===== config.mk =====
export PLATFORM = sky130hd
export DESIGN_NAME = instr_sequencer
export DESIGN_NICKNAME = d
export VERILOG_FILES = /design/src/rtl/instr_sequencer.sv
export SDC_FILE = /design/constraint.sdc
export NUM_CORES = 1
export LEC_CHECK = 0
export CAP_MARGIN = 5
export CORE_MARGIN = 2
export CORE_UTILIZATION = 49
export DETAILED_ROUTE_END_ITERATION = 12
export HOLD_SLACK_MARGIN = 0.15
export PLACE_DENSITY = 0.89
export SETUP_SLACK_MARGIN = 0.02
export SLEW_MARGIN = 40
export SYNTH_ARGS = -nofsm -noshare
export SYNTH_HDL_FRONTEND = slang
export SYNTH_SLANG_ARGS = --single-unit

===== constraint.sdc =====
create_clock -name clk -period 5 [get_ports clk]
set_clock_uncertainty 0.2 [all_clocks]
set_input_delay 1 -clock clk [delete_from_list [all_inputs] [get_ports clk]]
set_output_delay 1 -clock clk [all_outputs]
set_load 0.03 [all_outputs]

===== src/rtl/instr_sequencer.sv =====
// Multi-cycle sequencer for an 8-bit, 8-register machine: fetch, decode, execute
// against an external ALU, and write back into an external register file.
module instr_sequencer #(
    parameter int ACK_TIMEOUT = 16
) (
    input  logic       clk,
    input  logic       rst,
    input  logic       start,
    output logic       imem_req,
    output logic [7:0] imem_addr,
    input  logic       imem_ack,
    input  logic [7:0] imem_data,
    output logic [2:0] rf_raddr_a,
    output logic [2:0] rf_raddr_b,
    input  logic [7:0] rf_rdata_a,
    input  logic [7:0] rf_rdata_b,
    output logic [1:0] alu_op,
    output logic [7:0] alu_a,
    output logic [7:0] alu_b,
    input  logic [7:0] alu_y,
    output logic       rf_we,
    output logic [2:0] rf_waddr,
    output logic [7:0] rf_wdata,
    output logic [7:0] pc,
    output logic [2:0] state,
    output logic       flag_zero,
    output logic       halted,
    output logic       fault,
    output logic       busy
);
    typedef enum logic [2:0] {
        S_IDLE   = 3'd0,
        S_FETCH  = 3'd1,
        S_DECODE = 3'd2,
        S_EXEC   = 3'd3,
        S_WB     = 3'd4,
        S_WB2    = 3'd5,
        S_HALT   = 3'd6
    } state_t;

    localparam int CW = $clog2(ACK_TIMEOUT + 1);

    state_t        st, st_nxt;
    logic [7:0]    pc_r, ir, opa, opb, res, exec_res;
    logic [CW-1:0] wait_cnt;
    logic          flag_zero_r, fault_r;
    logic [1:0]    opcode;
    logic [2:0]    ra, rb;
    logic          is_halt, is_nop, is_swap, is_clr, ack_expired;

    assign opcode      = ir[7:6];
    assign ra          = ir[5:3];
    assign rb          = ir[2:0];
    assign is_halt     = (opcode == 2'b00) && (rb == 3'b000);
    assign is_nop      = (opcode == 2'b00) && rb[2];
    assign is_clr      = (opcode == 2'b00) && (rb == 3'b011);
    assign is_swap     = (opcode == 2'b11);
    assign ack_expired = (wait_cnt == CW'(ACK_TIMEOUT - 1));

    always_comb begin
        st_nxt = st;
        case (st)
            S_IDLE:   if (start) st_nxt = S_FETCH;
            S_FETCH:  if (imem_ack) st_nxt = S_DECODE;
                      else if (ack_expired) st_nxt = S_HALT;
            S_DECODE: st_nxt = is_halt ? S_HALT : (is_nop ? S_FETCH : S_EXEC);
            S_EXEC:   st_nxt = S_WB;
            S_WB:     st_nxt = is_swap ? S_WB2 : S_FETCH;
            S_WB2:    st_nxt = S_FETCH;
            S_HALT:   if (start) st_nxt = S_FETCH;
            default:  st_nxt = S_IDLE;
        endcase
    end

    // ALU is only driven for the four arithmetic ops; CLR/SWAP bypass it.
    always_comb begin
        alu_op = 2'b00;
        alu_a  = 8'h00;
        alu_b  = 8'h00;
        if (st == S_EXEC) begin
            case (opcode)
                2'b01: begin alu_op = 2'b00; alu_a = opa; alu_b = opb; end
                2'b10: begin alu_op = 2'b01; alu_a = opa; alu_b = opb; end
                2'b00: begin
                    if (rb == 3'b001) begin alu_op = 2'b00; alu_a = opa; alu_b = 8'h01; end
                    if (rb == 3'b010) begin alu_op = 2'b01; alu_a = opa; alu_b = 8'h01; end
                end
                default: ;
            endcase
        end
    end

    always_comb begin
        exec_res = alu_y;
        if (is_swap)     exec_res = opb;
        else if (is_clr) exec_res = 8'h00;
    end

    always_comb begin
        rf_we    = 1'b0;
        rf_waddr = 3'd0;
        rf_wdata = 8'h00;
        if (st == S_WB) begin
            rf_we = 1'b1; rf_waddr = ra; rf_wdata = res;
        end else if (st == S_WB2) begin
            rf_we = 1'b1; rf_waddr = rb; rf_wdata = opa;
        end
    end

    always_ff @(posedge clk or posedge rst) begin
        if (rst) begin
            st          <= S_IDLE;
            pc_r        <= 8'h00;
            ir          <= 8'h00;
            opa         <= 8'h00;
            opb         <= 8'h00;
            res         <= 8'h00;
            wait_cnt    <= '0;
            flag_zero_r <= 1'b0;
            fault_r     <= 1'b0;
        end else begin
            st <= st_nxt;
            case (st)
                S_FETCH: begin
                    if (imem_ack) begin
                        ir       <= imem_data;
                        pc_r     <= pc_r + 8'h01;
                        wait_cnt <= '0;
                    end else if (ack_expired) begin
                        fault_r  <= 1'b1;
                        wait_cnt <= '0;
                    end else begin
                        wait_cnt <= wait_cnt + CW'(1);
                    end
                end
                S_DECODE: begin
                    opa <= rf_rdata_a;
                    opb <= rf_rdata_b;
                end
                S_EXEC:  res <= exec_res;
                S_WB:    flag_zero_r <= (res == 8'h00);
                S_HALT:  if (start) fault_r <= 1'b0;
                default: ;
            endcase
        end
    end

    assign imem_req   = (st == S_FETCH);
    assign imem_addr  = pc_r;
    assign rf_raddr_a = ra;
    assign rf_raddr_b = rb;
    assign pc         = pc_r;
    assign state      = st;
    assign flag_zero  = flag_zero_r;
    assign fault      = fault_r;
    assign halted     = (st == S_HALT);
    assign busy       = (st != S_IDLE) && (st != S_HALT);
endmodule


# Word level (Yosys, flattened, before mapping)
# Index checks and enable logic that the tools add are counted.
word_totals:
  regBits: 50
  latch_bits: 0
  mem_bits_rw: 0
  mem_bits_ro: 0
  inputBits: 36
  out_inout_bits: 60
  word_cells: 77
  mem_count: 0
op_classes:
  add_sub_neg: 2
  multipliers: 0
  div: 0
  magnitude_cmp: 0
  eq_ne: 19
  n_shift: 0
  muxes: 32
  n_bitwise: 0
  reduce_logical: 15
ops:
  columns: ["cell", "count"]
  rows:
  - ["8-bit 2-to-1 mux", 9]
  - ["8-bit case mux with 2 select lines", 2]
  - ["3-bit 2-to-1 mux", 7]
  - ["3-bit case mux with 6 select lines", 1]
  - ["3-bit by 2-bit == test with 1-bit output, second input constant", 4]
  - ["5-bit 2-to-1 mux", 2]
  - ["3-bit == test, second input constant", 3]
  - ["8-bit by 1-bit adder with 8-bit output, second input constant", 1]
  - ["8-bit logical NOT", 1]
  - ["1-bit 2-to-1 mux", 8]
  - ["3-bit by 1-bit == test with 1-bit output, second input constant", 2]
  - ["3-bit logical NOT", 2]
  - ["5-bit by 1-bit adder with 5-bit output, second input constant", 1]
  - ["5-bit by 4-bit == test with 1-bit output, second input constant", 1]
  - ["2-bit == test, second input constant", 2]
  - ["1-bit logical AND", 4]
  - ["2-bit by 1-bit != test with 1-bit output, second input constant", 2]
  - ["2-bit != test, second input constant", 2]
  - ["1-bit case mux with 2 select lines", 2]
  - ["2-bit AND reduction", 2]
  - ["4-bit AND reduction", 1]
  - ["2-bit OR reduction", 2]
  - ["3-bit by 1-bit != test with 1-bit output, second input constant", 1]
  - ["3-bit != test, second input constant", 1]
  - ["other kinds (5)", 5]

# Logic depth before layout (Yosys ltp)
# Gate-level depths: netlist of run 1.
logic_depth:
  word_depth: 5
  ltp_mapped: 6
  ltp_nobuf: 5

# Worst setup path after synthesis of run 1
# No wires, ideal clock.
synth_timing:
  path_kind: "flip-flop to output port"
  from: "register ir[6]"
  to: "output alu_a[0]"
  arrival_ps: 1785
  t_required_ps: 3800
  setup_slack_ps: 2015
  path_stages_with_launch: 6
  n_path_buf: 0
  path_cell_list: "dfrtp_1 -> inv_1 -> ha_1 -> nor2b_1 -> a21oi_1 -> nor3b_1"
synth_between:
  elab_chain_cells: 4
  word_cells_on_any_way: 6
  cone_classes: "eq/ne (2); mux (2); reduce/logical (2)"
synth_lines:
  columns: ["element", "line_no", "rtl"]
  rows:
  - ["start: declaration", "44", "logic [7:0] pc_r, ir, opa, opb, res, exec_res;"]
  - ["start signal: assignment", "126", "ir <= imem_data;"]
  - ["2-bit == test / 2-bit by 1-bit == test with 1-bit output (equally long branches)", "81", "case (opcode)"]
  - ["2-bit OR reduction (no source line)", null, null]
  - ["8-bit case mux with 2 select lines *", "81", null]
  - ["8-bit 2-to-1 mux *", "80", "if (st == S_EXEC) begin"]
  - ["end: declaration", "18", "output logic [7:0] alu_a,"]
# Every way passes the cells marked *; elsewhere a longest branch is shown, timed or not.

# Worst setup path in the final report of run 1
layout_timing:
  from: "register st[2] (netlist: state[2])"
  to: "output alu_b[4]"
layout_between:
  elab_chain_cells: 2
layout_lines:
  columns: ["element", "line_no", "rtl"]
  rows:
  - ["start: declaration", "43", "state_t st, st_nxt;"]
  - ["start signal: assignment", "122", "st <= st_nxt;"]
  - ["3-bit by 2-bit == test with 1-bit output", "80", null]
  - ["8-bit 2-to-1 mux", "80", null]
  - ["end: declaration", "19", "output logic [7:0] alu_b,"]
# No other way between the ends.

==> results of run 1 <==
[cell usage in the layout (no fill, tap or decap), drive strengths merged, types with 7 or more instances in the layout]
cell type,netlist,final
a31oi,10,10
and2,8,8
clkdlybuf4s50,0,94
dfrtp,50,50
inv,11,12
mux2,16,16
mux2i,11,11
nand2,42,42
nand3b,8,8
nor2,24,24
nor3b,9,9
o21ai,7,7
[area by class of cell]
type / count / area [um2] / area share, %
clock buffers: 6 / 82.6 / 2.21
clock inverters: 2 / 16.3 / 0.435
inverters: 11 / 43.8 / 1.17
multi-input cells: 194 / 1300 / 34.7
flip-flops and latches: 50 / 1250 / 33.4
well taps: 72 / 90.1 / 2.41
repair buffers: 96 / 960 / 25.6
[critical path, stage by stage (launching register included)]
cell	delay [ns]
dfrtp_1	0.56
nand4bb_1	0.59
nor2_1	0.50
and2_1	0.20
clkdlybuf4s50_1	0.67
[kinds of logic after synthesis]
family | count (synthesis) | share of synthesized area (%)
AOI/OAI and AO/OA | 32 | 7.27
xor gates and xnor gates | 8 | 2.51
adders and majority gates | 6 | 2.69
buffers and inverters | 40 | 8.57
DFF | 50 | 44.9
muxes | 27 | 10.4
other | 1 | 0.134
and+or+nand+nor | 120 | 23.6
[final timing paths]
| kind | startpoint | end |
|---|---|---|
| setup / recovery | state[2]$_DFFE_PP0P_ | alu_b[4] |
| hold reg to reg | imem_addr[7]$_DFFE_PP0N_ | imem_addr[7]$_DFFE_PP0N_ |
| setup reg to reg | state[2]$_DFFE_PP0P_ | imem_addr[7]$_DFFE_PP0N_ |
| max in group asynchronous | rst | opb[3]$_DFFE_PP0P_ |
| min in group asynchronous | rst | wait_cnt[2]$_DFFE_PP0N_ |
| hold / removal | imem_addr[7]$_DFFE_PP0N_ | imem_addr[7]$_DFFE_PP0N_ |
[per-layer routing]
layer  share of wire, %  routed length, um  global-route usage, %  up-vias
met1                 43               2860                   28.3     1100
met2                 49               3250                   35.0       92
li1                   -                  -                      -     1108
met3                6.2                414                   3.39       13
met5                  0                  0                      0        -
met4                2.1                141                   8.28        0
[power by group]
part | internal (W) | switching [W]
registers | 0.000574 | 0.000190
logic | 0.000536 | 0.000674
clock network | 0.000114 | 0.000139
[through the flow]
stage               cells  total power (W)
detailed placement    422          0.00197
CTS                   430          0.00223
finish                431          0.00223
floorplan             284          0.00161
global route          431          0.00236
global placement      422          0.00192
[registers in the layout, indices dropped and copies added, names as in the netlist]
| name | flops |
|---|---|
| res | 8 |
| opa | 8 |
| flag_zero | 1 |
| wait_cnt | 5 |
| ir | 8 |
| state | 3 |
| fault | 1 |
| opb | 8 |
| imem_addr | 8 |
==> results.sh, run 1 <==
export IMPL_status="finished, final reports clean"
export IMPL_hp_class="reg2reg"
export IMPL_powerDensity_nw_per_um2=595
export IMPL_post_route_period_util_pct=80.3
export IMPL_holdPathStages=1
export IMPL_final_cell_area_um2=3740
export IMPL_path_clk_slew_ns=0.09
export IMPL_fin_nets=400
export IMPL_drt_pass1_iterations=4
export IMPL_synth_warnings=0
export IMPL_die_x_um=79.4
export IMPL_initial_core_util_pct=50.6
export IMPL_worstSetupPathType="reg2out"
export IMPL_core_area_um2=5510
export IMPL_finalSetupViolCount=0
export IMPL_wl_per_cell_um=15.5
export IMPL_die_area_um2=6310
export IMPL_grtUsageTotal_pct=21.3
export IMPL_root_buffer="clkbuf_8"
export IMPL_cp_end_kind="output port"
export IMPL_htree_levels=2
export IMPL_antenna_found_initial=0
export IMPL_dpl_worst_slack_ns=1.34
export IMPL_tightest_slew_ns=0.740
export IMPL_setup_tns_ns=0
export IMPL_grt_pass1_vias=2241
export IMPL_yosys_top_cells_count="dfrtp_1 (50), nand2_1 (42), nor2_1 (24)"
export IMPL_synth_cell_types=45
export IMPL_hold_viol_final=0
export IMPL_max_cap_violations=0
export IMPL_synthMostInstantiatedCell="dfrtp_1"
export IMPL_cts_setup_buffers=0
export IMPL_viasPerCell=5.37
export IMPL_route_detailed_drc=0
export IMPL_antenna_cells=0
export IMPL_ant_nets=0
export IMPL_critPathArrivalTime_ns=2.82
export IMPL_avgSynthCellArea_um2=9.82
export IMPL_syn_nets=326
export IMPL_syn_cell_area_um2=2790
export IMPL_ys_ff_latch=50
export IMPL_finish_utilization_pct=68.0
export IMPL_ys_flop_type="dfrtp_1"
export IMPL_slew_violations=0
export IMPL_fp_row_count=27
export IMPL_dpl_cell_area_um2=3630
export IMPL_reg2reg_slack_ns=2.86
export IMPL_syn_to_final_growth_pct=34.2
export IMPL_wirelength_mm=6.66
export IMPL_port_buffer_count=94
export IMPL_post_cts_resized=0
export IMPL_place_gp_congestion=0.822
export IMPL_synthArstFlopShare_pct=100
export IMPL_clock_fmax_ghz=0.249
export IMPL_layout_setup_ws_ns=0.983
export IMPL_slew_headroom_pct=50.6
export IMPL_synth_top_cell_by_area="dfrtp_1"
export IMPL_power_leakage_nw=1.58
export IMPL_cts_num_sinks=50
export IMPL_ir_worst_vdd_v=0.000370
export IMPL_crit_required_ns=3.80
export IMPL_cts_hold_buf=0
export IMPL_cts_buffers=5
export IMPL_synth_enable_flop_cells=0
export IMPL_rsz0062_at_grt="no"
export IMPL_ys_seq_area_share_pct=44.9
export IMPL_period_needed_ns=4.02
export IMPL_yosysTopAreaCellShare_pct=44.9
export IMPL_drtIter0Drc=200
export IMPL_cts_tree="done"
export IMPL_postSynthCellCount=284
export IMPL_clk_latency_ns=0.30
export IMPL_synthTopCellsByArea="dfrtp_1 (45%), mux2_2 (6.5%), nand2_1 (5.7%)"
export IMPL_start_kind="register"
export IMPL_critPathMaxFanout=15
export IMPL_drive_gt1_share_pct=8.64
export IMPL_holdWs_ns=0.304
export IMPL_die_h_um=79.4
export IMPL_num_vias=2313
export IMPL_num_fill_cells=427
export IMPL_io_pins=96
export IMPL_grt_ovfl_total=0
export IMPL_hpwl_mm=4.83
export IMPL_grt_pass1_wl_mm=10.6
export IMPL_grt_max_degree=51
export IMPL_ff2ff_path_depth=3
export IMPL_clockBufferDepth=2
No activity file was read; power rests on OpenSTA's default activity.
==> run 2, diff against run 1 <==
Settings changed: CORE_UTILIZATION 49 to 41, PLACE_DENSITY 0.89 to 0.79.
Clock period 5 ns to 3.5 ns, I/O delays scaled along.
==> results.sh, run 2 (synthesis results as in run 1) <==
export IMPL_num_fill_cells=591
export IMPL_start_kind="register"
export IMPL_clock_fmax_ghz=0.310
export IMPL_initial_core_util_pct=41.7
export IMPL_cts_num_sinks=50
export IMPL_hpwl_mm=4.95
export IMPL_cp_cell_sequence="nand2b_1 > nor2_1 > clkdlybuf4s50_1"
export IMPL_ir_worst_vdd_v=0.000466
export IMPL_grt_ovfl_total=0
export IMPL_crit_slowest_cell="clkdlybuf4s50_1"
export IMPL_antenna_found_initial=0
export IMPL_ant_nets=0
export IMPL_syn_to_final_growth_pct=35.2
export IMPL_die_area_um2=7480
export IMPL_hold_viol_final=0
export IMPL_final_cells=444
export IMPL_path_clk_slew_ns=0.09
export IMPL_dpl_worst_slack_ns=0.611
export IMPL_hp_class="reg2reg"
export IMPL_layout_setup_ws_ns=0.269
export IMPL_ff_latch_area_um2=1250
export IMPL_antenna_cells=0
export IMPL_cts_buffers=5
export IMPL_cts_hold_buf=0
export IMPL_grt_pass1_vias=2251
export IMPL_critical_path_max_stage_delay_ns=0.71
export IMPL_route_detailed_drc=0
export IMPL_powerDensity_nw_per_um2=855
export IMPL_cp_num_buf_inv=1
export IMPL_grt_max_degree=25
export IMPL_wl_per_cell_um=14.9
export IMPL_grtUsageTotal_pct=18.2
export IMPL_rsz0062_at_grt="no"
export IMPL_max_cap_violations=0
export IMPL_viasPerCell=5.14
export IMPL_cts_tree="done"
export IMPL_clockBufferDepth=2
export IMPL_root_buffer="clkbuf_8"
export IMPL_status="finished, final reports clean"
export IMPL_die_x_um=86.5
export IMPL_drt_pass1_iterations=4
export IMPL_cp_end_kind="output port"
export IMPL_dp_cells=436
export IMPL_wirelength_mm=6.61
export IMPL_crit_required_ns=2.60
export IMPL_slew_violations=0
export IMPL_drtIter0Drc=142
export IMPL_final_common_cell="clkdlybuf4s50_1"
export IMPL_multi_input_area_um2=1300
export IMPL_core_area_um2=6680
export IMPL_drive_gt1_share_pct=14.0
export IMPL_cts_setup_buffers=0
export IMPL_fp_row_count=30
export IMPL_path_depth=3
export IMPL_power_leakage_nw=1.64
export IMPL_htree_levels=2
export IMPL_critPathArrivalTime_ns=2.33
export IMPL_critPathMaxFanout=16
export IMPL_ff2ff_path_depth=3
export IMPL_holdWs_ns=0.310
export IMPL_post_cts_resized=0
export IMPL_slew_headroom_pct=47.5
export IMPL_tightest_slew_ns=0.787
export IMPL_final_cell_mix="clkdlybuf4s50_1 (79), dfrtp_1 (50), nand2_1 (42)"
export IMPL_port_buffer_count=94
export IMPL_die_h_um=86.5
export IMPL_post_route_period_util_pct=92.3
export IMPL_holdPathStages=1
export IMPL_path_delay_family="simple AND/OR/NAND/NOR gates"
export IMPL_worstSetupPathType="reg2out"
export IMPL_finalSetupViolCount=0
export IMPL_setup_tns_ns=0
export IMPL_num_vias=2280
export IMPL_io_pins=96
export IMPL_period_needed_ns=3.23
export IMPL_place_gp_congestion=0.829
export IMPL_grt_pass1_wl_mm=10.8
export IMPL_clk_latency_ns=0.30
export IMPL_fin_nets=406
run 2: per-layer routing:
layer | vias up | part of all wire [%] | track usage (%) | routed length (um)
met5 | - | 0 | 0 | 0
li1 | 1120 | - | - | -
met3 | 8 | 6.6 | 4.67 | 439
met4 | 0 | 1.5 | 4.97 | 96
met2 | 74 | 47 | 28.5 | 3080
met1 | 1078 | 45 | 25.4 | 2990
run 2: final cells by class:
| cell class | instances | area share (%) |
|---|---|---|
| flip-flops and latches | 50 | 33.2 |
| inverters | 11 | 1.09 |
| clock buffers | 6 | 2.19 |
| well taps | 80 | 2.65 |
| repair buffers | 102 | 25.6 |
| multi-input cells | 194 | 34.4 |
| clock inverters | 1 | 0.796 |
run 2: where the power goes:
part	leakage [nW]	switching, W	internal [W]
Clock	0.0573	0.000184	0.000229
Sequential	0.614	0.000269	0.000820
Combinational	0.972	0.000949	0.000774
run 2: final timing paths:
kind,slack (ns),from,to
worst max-delay path,0.27,state[1]$_DFFE_PP0P_,rf_waddr[0]
worst min-delay path,0.31,imem_addr[7]$_DFFE_PP0N_,imem_addr[7]$_DFFE_PP0N_
worst max register to register,1.46,state[1]$_DFFE_PP0P_,opa[3]$_DFFE_PP0P_
worst min register to register,0.31,imem_addr[7]$_DFFE_PP0N_,imem_addr[7]$_DFFE_PP0N_
max in group asynchronous,2.16,rst,opb[2]$_DFFE_PP0P_
min in group asynchronous,0.41,rst,fault$_DFFE_PP0P_
run 2: worst register-to-register path, cell delays in order, from the launching register on:
cell and delay (ns):
dfrtp_1 0.61, nor3b_4 0.55, buf_6 0.23, mux2_2 0.34
run 2: per-stage QoR:
stage	instance area (um2)	utilization (%)	power, W
finish	3770	56.4	0.00322
global route	3770	56.4	0.00345
CTS	3760	56.3	0.00324
detailed placement	3650	54.6	0.00282
global placement	3650	54.6	0.00278
floorplan	2790	-	0.00230
